==> config.mk <==
export PLATFORM = sky130hd
export DESIGN_NAME = nco_ddc_mixer
export DESIGN_NICKNAME = d
export VERILOG_FILES = /design/src/rtl/nco_ddc_mixer.sv
export SDC_FILE = /design/constraint.sdc
export NUM_CORES = 2
export LEC_CHECK = 0
export ABC_AREA = 1
export CAP_MARGIN = 20
export CORE_MARGIN = 1
export CORE_UTILIZATION = 58
export DETAILED_ROUTE_END_ITERATION = 10
export PLACE_DENSITY = 0.88
export SLEW_MARGIN = 40
export SYNTH_ARGS = -nofsm -noshare
export SYNTH_HDL_FRONTEND = slang
export SYNTH_SLANG_ARGS = --single-unit
==> constraint.sdc <==
create_clock -name clk -period 6.3 [get_ports clk]
set_input_delay 0.63 -clock clk [delete_from_list [all_inputs] [get_ports clk]]
set_output_delay 0.63 -clock clk [all_outputs]
set_load 0.01 [all_outputs]
==> src/rtl/nco_ddc_mixer.sv <==
// Complex down-conversion mixer: multiplies a real ADC stream by NCO cos/-sin,
// then rounds and saturates to ow bits through a 3-stage, clken-gated pipeline.
module nco_ddc_mixer #(
  parameter int adw = 16,
  parameter int mpr = 16,
  parameter int ow  = 16
) (
  input  logic                  clk,
  input  logic                  reset_n,
  input  logic                  clken,
  input  logic [adw-1:0]        adc_data,
  input  logic                  adc_valid,
  input  logic [mpr-1:0]        fsin_i,
  input  logic [mpr-1:0]        fcos_i,
  input  logic                  nco_valid,
  input  logic                  sat_clr,
  output logic [ow-1:0]         mix_i,
  output logic [ow-1:0]         mix_q,
  output logic                  out_valid,
  output logic                  sat_flag,
  output logic [15:0]           sat_count
);

  localparam int pw = adw + mpr;
  localparam int sh = adw + mpr - 1 - ow;

  localparam logic signed [pw-1:0] rnd   = pw'(1) << (sh - 1);
  localparam logic signed [pw-1:0] r_max = (pw'(1) << (ow - 1)) - pw'(1);
  localparam logic signed [pw-1:0] r_min = -(pw'(1) << (ow - 1));

  // S1: registered inputs
  logic                    v1_q, v1_d;
  logic signed [adw-1:0]   adc_q, adc_d;
  logic signed [mpr-1:0]   sin_q, sin_d;
  logic signed [mpr-1:0]   cos_q, cos_d;
  // S2: full-width products
  logic                    v2_q, v2_d;
  logic signed [pw-1:0]    pi_q, pi_d;
  logic signed [pw-1:0]    pq_q, pq_d;
  // S3: output registers and saturation status
  logic                    v3_q, v3_d;
  logic [ow-1:0]           mix_i_q, mix_i_d;
  logic [ow-1:0]           mix_q_q, mix_q_d;
  logic                    sat_flag_q, sat_flag_d;
  logic [15:0]             sat_count_q, sat_count_d;

  logic                    accept;
  logic signed [pw-1:0]    adc_x, sin_x, cos_x;
  logic signed [pw-1:0]    prod_i, prod_q;
  logic signed [pw-1:0]    round_i, round_q;
  logic                    sat_i, sat_q, sat_hit;
  logic [ow-1:0]           res_i, res_q;

  // Product datapath. The I/Q magnitudes never exceed 2^(pw-2), so the
  // negation of Q and the rounding offset both fit in pw bits.
  always_comb begin
    adc_x   = pw'(adc_q);
    sin_x   = pw'(sin_q);
    cos_x   = pw'(cos_q);
    prod_i  = adc_x * cos_x;
    prod_q  = -(adc_x * sin_x);
    round_i = (pi_q + rnd) >>> sh;
    round_q = (pq_q + rnd) >>> sh;
    sat_i   = (round_i > r_max) || (round_i < r_min);
    sat_q   = (round_q > r_max) || (round_q < r_min);
    res_i   = (round_i > r_max) ? r_max[ow-1:0] :
              (round_i < r_min) ? r_min[ow-1:0] : round_i[ow-1:0];
    res_q   = (round_q > r_max) ? r_max[ow-1:0] :
              (round_q < r_min) ? r_min[ow-1:0] : round_q[ow-1:0];
  end

  // NOTE: every _d defaults to its _q first, so no path through this block
  // leaves a signal unassigned and no latch can be inferred.
  always_comb begin
    v1_d        = v1_q;
    adc_d       = adc_q;
    sin_d       = sin_q;
    cos_d       = cos_q;
    v2_d        = v2_q;
    pi_d        = pi_q;
    pq_d        = pq_q;
    v3_d        = v3_q;
    mix_i_d     = mix_i_q;
    mix_q_d     = mix_q_q;
    sat_flag_d  = sat_flag_q;
    sat_count_d = sat_count_q;

    accept  = clken && adc_valid && nco_valid;
    sat_hit = clken && v2_q && (sat_i || sat_q);

    if (clken) begin
      v1_d = accept;
      if (accept) begin
        adc_d = adc_data;
        sin_d = fsin_i;
        cos_d = fcos_i;
      end
      v2_d = v1_q;
      if (v1_q) begin
        pi_d = prod_i;
        pq_d = prod_q;
      end
      v3_d = v2_q;
      if (v2_q) begin
        mix_i_d = res_i;
        mix_q_d = res_q;
      end
    end

    // A clear that lands on a saturating load keeps that one new event.
    if (sat_clr) begin
      sat_flag_d  = sat_hit;
      sat_count_d = sat_hit ? 16'd1 : 16'd0;
    end else if (sat_hit) begin
      sat_flag_d = 1'b1;
      if (sat_count_q != 16'hffff) sat_count_d = sat_count_q + 16'd1;
    end
  end

  // NOTE: the datapath registers are reset along with the valid bits so the
  // outputs read as zero during reset; non-blocking assignments keep every
  // stage sampling the pre-edge value of the stage before it.
  always_ff @(posedge clk or negedge reset_n) begin
    if (!reset_n) begin
      v1_q        <= 1'b0;
      adc_q       <= '0;
      sin_q       <= '0;
      cos_q       <= '0;
      v2_q        <= 1'b0;
      pi_q        <= '0;
      pq_q        <= '0;
      v3_q        <= 1'b0;
      mix_i_q     <= '0;
      mix_q_q     <= '0;
      sat_flag_q  <= 1'b0;
      sat_count_q <= '0;
    end else begin
      v1_q        <= v1_d;
      adc_q       <= adc_d;
      sin_q       <= sin_d;
      cos_q       <= cos_d;
      v2_q        <= v2_d;
      pi_q        <= pi_d;
      pq_q        <= pq_d;
      v3_q        <= v3_d;
      mix_i_q     <= mix_i_d;
      mix_q_q     <= mix_q_d;
      sat_flag_q  <= sat_flag_d;
      sat_count_q <= sat_count_d;
    end
  end

  assign mix_i     = mix_i_q;
  assign mix_q     = mix_q_q;
  assign out_valid = v3_q;
  assign sat_flag  = sat_flag_q;
  assign sat_count = sat_count_q;

endmodule

# [Word level (Yosys, flattened, before mapping)]
# Cells that the tools add are included.
# W data, S select, Z words.
[op_classes] reduce_logical=13 n_mul=2 div=0 n_eq_ne=1 n_addsub=4 n_bitwise=0 magnitude_cmp=4 n_mux=10 n_shift=0
[ops] op="$mux W16" n=7
[ops] op="$add A32 B16 Y32 const B" n=2
[ops] op="$mul A16 B16 Y32" n=2
[ops] op="$gt A17 B16 Y1 const B" n=2
[ops] op="$lt A17 B16 Y1 const B" n=2
[ops] op="$neg A32 Y32" n=1
[ops] op="$add A16 B1 Y16 const B" n=1
[ops] op="$ne A16 B16 Y1 const B" n=1
[ops] op="$reduce_and A2 Y1" n=4
[ops] op="$logic_and A1 B1 Y1" n=4
[ops] op="$reduce_bool A2 Y1" n=2
[ops] op="$logic_or A1 B1 Y1" n=3
[ops] op="$mux W1" n=3
[word_totals] latch_bits=0 mem_count=0 rom_bits=0 output_inout_bits=50 inputBits=54 mem_bits_rw=0 regBits=164

# [Longest topological paths before layout]
[logic_depth] word_depth=7 ltp_mapped=28 ltp_nobuf=26

# [Worst setup path before layout]
# OpenSTA, ideal clock, no wires.
[synth_path] path_kind="flip-flop to flip-flop" startpoint="reg sin_q[2]" endpoint="reg pq_q[24]" path_slack_ns=0.382 setup_ns=0.132 period_less_slack_ns=5.918 stages_incl_launch_ff=23 required_time_ns=6.168 n_path_buf=2 arrival_time_ns=5.786 cell_sequence="dfrtp_1 > clkbuf_1 > clkbuf_1 > nand2_1 > fa_1 > inv_1 > fa_1 > inv_1 > fa_1 > fa_1 > fa_1 > inv_1 > fa_1 > inv_1 > ha_1 > inv_1 > o21bai_1 > a21oi_1 > a21boi_0 > nand3_1 > or2_2 > nand3_1 > o21ai_0"
[synth_via] elab_chain_len=2
[synth_rtl] element="start: declaration" line_no="34" text="logic signed [mpr-1:0] sin_q, sin_d;"
[synth_rtl] element="start signal: assignment" line_no="140" text="sin_q <= sin_d;"
[synth_rtl] element="$mul A16 B16 Y32" line_no="61" text="prod_q = -(adc_x * sin_x);"
[synth_rtl] element="$neg A32 Y32" line_no="61"
[synth_rtl] element="end signal: assignment" line_no="144" text="pq_q <= pq_d;"
[synth_rtl] element="end: declaration" line_no="39" text="logic signed [pw-1:0] pq_q, pq_d;"
# Every way passes these cells.
# A chain may end at the register's enable or synchronous reset.

# [Final worst setup path]
[layout_path] startpoint="reg adc_q[7]" endpoint="reg pq_q[19]"
[layout_via] elab_chain_len=2
[layout_rtl] element="start: declaration" line_no="33" text="logic signed [adw-1:0] adc_q, adc_d;"
[layout_rtl] element="start signal: assignment" line_no="126" text="adc_q <= '0;"
[layout_rtl] element="start signal: assignment" line_no="139" text="adc_q <= adc_d;"
[layout_rtl] element="$mul A16 B16 Y32" line_no="61"
[layout_rtl] element="$neg A32 Y32" line_no="61"
# Every way passes these cells.

==> reports/metrics.yaml <==
setup_path:
  critical_path_buf_inv_count: 6
  ff2ff_setup_slack_ns: 0.22
  r2r-start: "adc_q[7]"
  crit_slowest_cell: "dfrtp_1"
  cp_max_fo: 12
  critical-path-max-stage-delay_ns: 0.70
  path_delay_family: "adder cells"
  path_cells: "buf_4 -> nand2_1 -> fa_1 -> inv_1 -> fa_1 -> fa_1 -> inv_1 -> fa_1 -> fa_1 -> inv_1 -> fa_1 -> inv_1 -> ha_1 -> nand2_1 -> nor2_1 -> inv_1 -> nor3_1 -> nand2_1 -> nand2_1 -> nand2_1 -> nand2_1 -> xor2_1 -> nand2_1 -> nand2_1"
  reg2reg_to: "pq_q[19]"
  worstSetupStartpointType: "flop"
  worstPathArrival_ns: 6.50
  worstSetupPathType: "reg2reg"
  cp-end-kind: "flop"
  crit_top_cell: "nand2_1"
  reg2reg_depth: 24
  critPathRequiredTime_ns: 6.72
global_routing:
  grt-ovfl-total: 0
  grt_pass1_vias: 24620
  gr-usage-all-layers_pct: 31.94
  antenna_found_initial: 0
  grt_pass1_wl_um: 119100
  grt_max_degree: 74
logic_synthesis:
  ys_ff_latch: 136
  synth-simple-area-share_pct: 18.48
  syn_area_per_cell_um2: 7.926
  synth_area_um2: 27400
  muxShareOfSynthArea_pct: 1.808
  synth_top_family_by_area: "adder cells"
  seq_area_frac_synth_pct: 12.42
  synth-compound-area-share_pct: 4.535
  async_flop_share_pct: 100.0
  synth_edf_count: 0
  synth_nets: 4210
  synth-main-ff-cell: "dfrtp_1"
  synthAdderAreaFrac_pct: 46.11
  syn_inst: 3457
  yosysWarnings: 0
  synth_cell_types: 44
  synth_xor_area_share_pct: 1.630
final_layout:
  area_growth_pct: 9.165
  nets: 4270
  drive_above_1_share_pct: 6.232
  layout_commonest_cell: "inv_1"
  diodes: 0
  stdcell_count: 4137
  final_cell_mix: "940 x inv_1, 836 x nand2_1, 517 x fa_1"
cts:
  h-tree-depth: 4
  cts_made_buffers: 17
  cts_buffer_depth: 2
  cts_hold_buf: 0
  tritoncts: "done"
  clk_pin_slew_worst_paths_ns: 0.06
  clock_sinks: 136
  worstSkewPairLatency_ns: 0.50
  cts-root-buf: "clkbuf_16"
floorplanning:
  die_x_um: 219.3
  fp-row-count: 79
  pin_count: 104
  coreArea_um2: 46560
  die_y_um: 219.3
  initial_core_util_pct: 58.85
  dieArea_um2: 48110
drt:
  viasPerCell: 5.458
  drtPass1Iterations: 8
  postRouteAntennaNets: 0
  drc: 0
  wirelength_um: 70640
  wl_per_cell_um: 17.08
  first_iter_violations: 1617
  vias: 22580
sta:
  finalCriticalPeriod_ns: 6.085
  fmax_ghz: 0.1643
  rsz0062_at_grt: "no"
  finalMaxSlewViolations: 0
  worst_slew_pin_slew_ns: 0.8404
  max_slew_margin_pct: 43.97
  finClkSkew_ns: 0.02596
  tns_ns: 0
  timing.final.hold_violations: 0
  setup_violations: 0
  min_period_over_period_pct: 96.58
run:
  maxCapViolCount: 0
placed_design:
  gp_congestion: 0.9594
  portBuffers: 103
  dp.cells: 4103
  dp_hpwl_um: 57880
hold_path:
  min-delay-path-class: "in2async"
run_status:
  status: "finished, final reports clean"
==> worst max path at each step <==
stage / start / endpoint / slack, ns / cells past startpoint
after floorplan: sin_q[2] / pq_q[24] / 0.38 / 22
after global placement: adc_q[13] / pq_q[23] / 0.38 / 22
after detailed placement: adc_q[15] / pq_q[24] / 0.34 / 21
after CTS: adc_q[15] / pq_q[24] / 0.30 / 21
after global routing: adc_q[12] / pq_q[19] / 0.02 / 23
final: adc_q[7] / pq_q[19] / 0.22 / 24
==> routing by layer <==
metal	track usage [%]	vias up	share of wire [%]
met5	0	-	0
met4	20.16	0	6.6
met3	6.154	374	6.9
met2	56.11	1007	51
met1	35.46	11040	35
li1	-	10160	-
==> Yosys cell counts, types with 2 or more instances <==
library cell  number  share of area [%]
buf_1              7              0.096
nand3_1           97                1.8
nor2_2             6               0.14
a21oi_1           95                1.7
o21bai_1          12               0.33
o21ai_0           66                1.2
mux2_2            44                1.8
nand4_1           29               0.66
buf_2              8               0.15
a21o_1            10               0.27
nor2_1           166                2.3
nor4_1             5               0.11
clkbuf_1         125                1.7
o21ai_1            3              0.055
nand3_4            2               0.13
dfrtp_1          136                 12
or2_2             15               0.34
a21boi_0           7               0.19
nand3_2           11               0.40
o2111ai_1          2              0.064
nand3b_1          15               0.41
inv_1            943                 13
nand2_1          837                 11
o21a_1             7               0.19
o221ai_1           2              0.064
nor3_1            20               0.37
a31oi_1            8               0.18
xor2_1            36                1.2
o211ai_1           5               0.14
xnor2_1           15               0.48
nand2_2           12               0.27
and2_1             2              0.046
ha_1             181                8.3
fa_1             518                 38
==> cell type report <==
cell class | count | area, µm²
Inverter | 944 | 3547
Timing Repair Buffer | 184 | 1660
Fill cell | 3613 | 16650
Multi-Input combinational cell | 2234 | 19900
Sequential cell | 136 | 3408
Clock buffer | 17 | 425.4
Clock inverter | 15 | 212.7
Tap cell | 607 | 759.5
==> repair_timing <==
| action | 4_1_cts | 5_1_grt |
|---|---|---|
| setup endpoints to repair | 0 | 7 |
| gates resized for setup | 0 | 10 |
| endpoints found under the hold margin | 0 | 0 |
| setup buffers | 0 | 2 |
==> worst register-to-register path: cells and delay by family (launching register included) <==
family / cells / cell delay, ns
xor gates and xnor gates: 1 / 0.21
adders and majority gates: 7 / 3.36
buffers and inverters: 6 / 0.63
DFF: 1 / 0.70
and+or+nand+nor: 10 / 1.11
==> logic make-up after synthesis <==
group / Yosys count
AO/OA/AOI/OAI: 220
XOR/XNOR: 51
adder cells (fa/ha/maj): 699
buffers and inverters: 1087
flip-flops: 136
multiplexers: 44
AND/OR/NAND/NOR: 1220
==> sequential cells by signal (all words and copies together), names as in the netlist <==
name and cells:
v2_q 1, pq_q 18, out_valid 1, pi_q 18
v1_q 1, adc_q 16, sin_q 16, mix_i 16
sat_count 16, mix_q 16, cos_q 16, sat_flag 1
==> through the flow <==
stage / utilization, % / area [µm²] / hold WS, ns / setup WS (ns)
2_1_floorplan: - / 27400 / 0.3344 / 0.3823
3_3_place_gp: 62.79 / 29230 / 0.4677 / 0.3755
3_5_place_dp: 62.80 / 29240 / 0.4780 / 0.3429
4_1_cts: 64.17 / 29870 / 0.1458 / 0.3026
5_1_grt: 64.25 / 29910 / 0.1740 / 0.01693
6_report: 64.25 / 29910 / 0.1210 / 0.2154
Power is not shown: default switching activity piles up to over one toggle a cycle in this logic, so the estimate is an artifact.
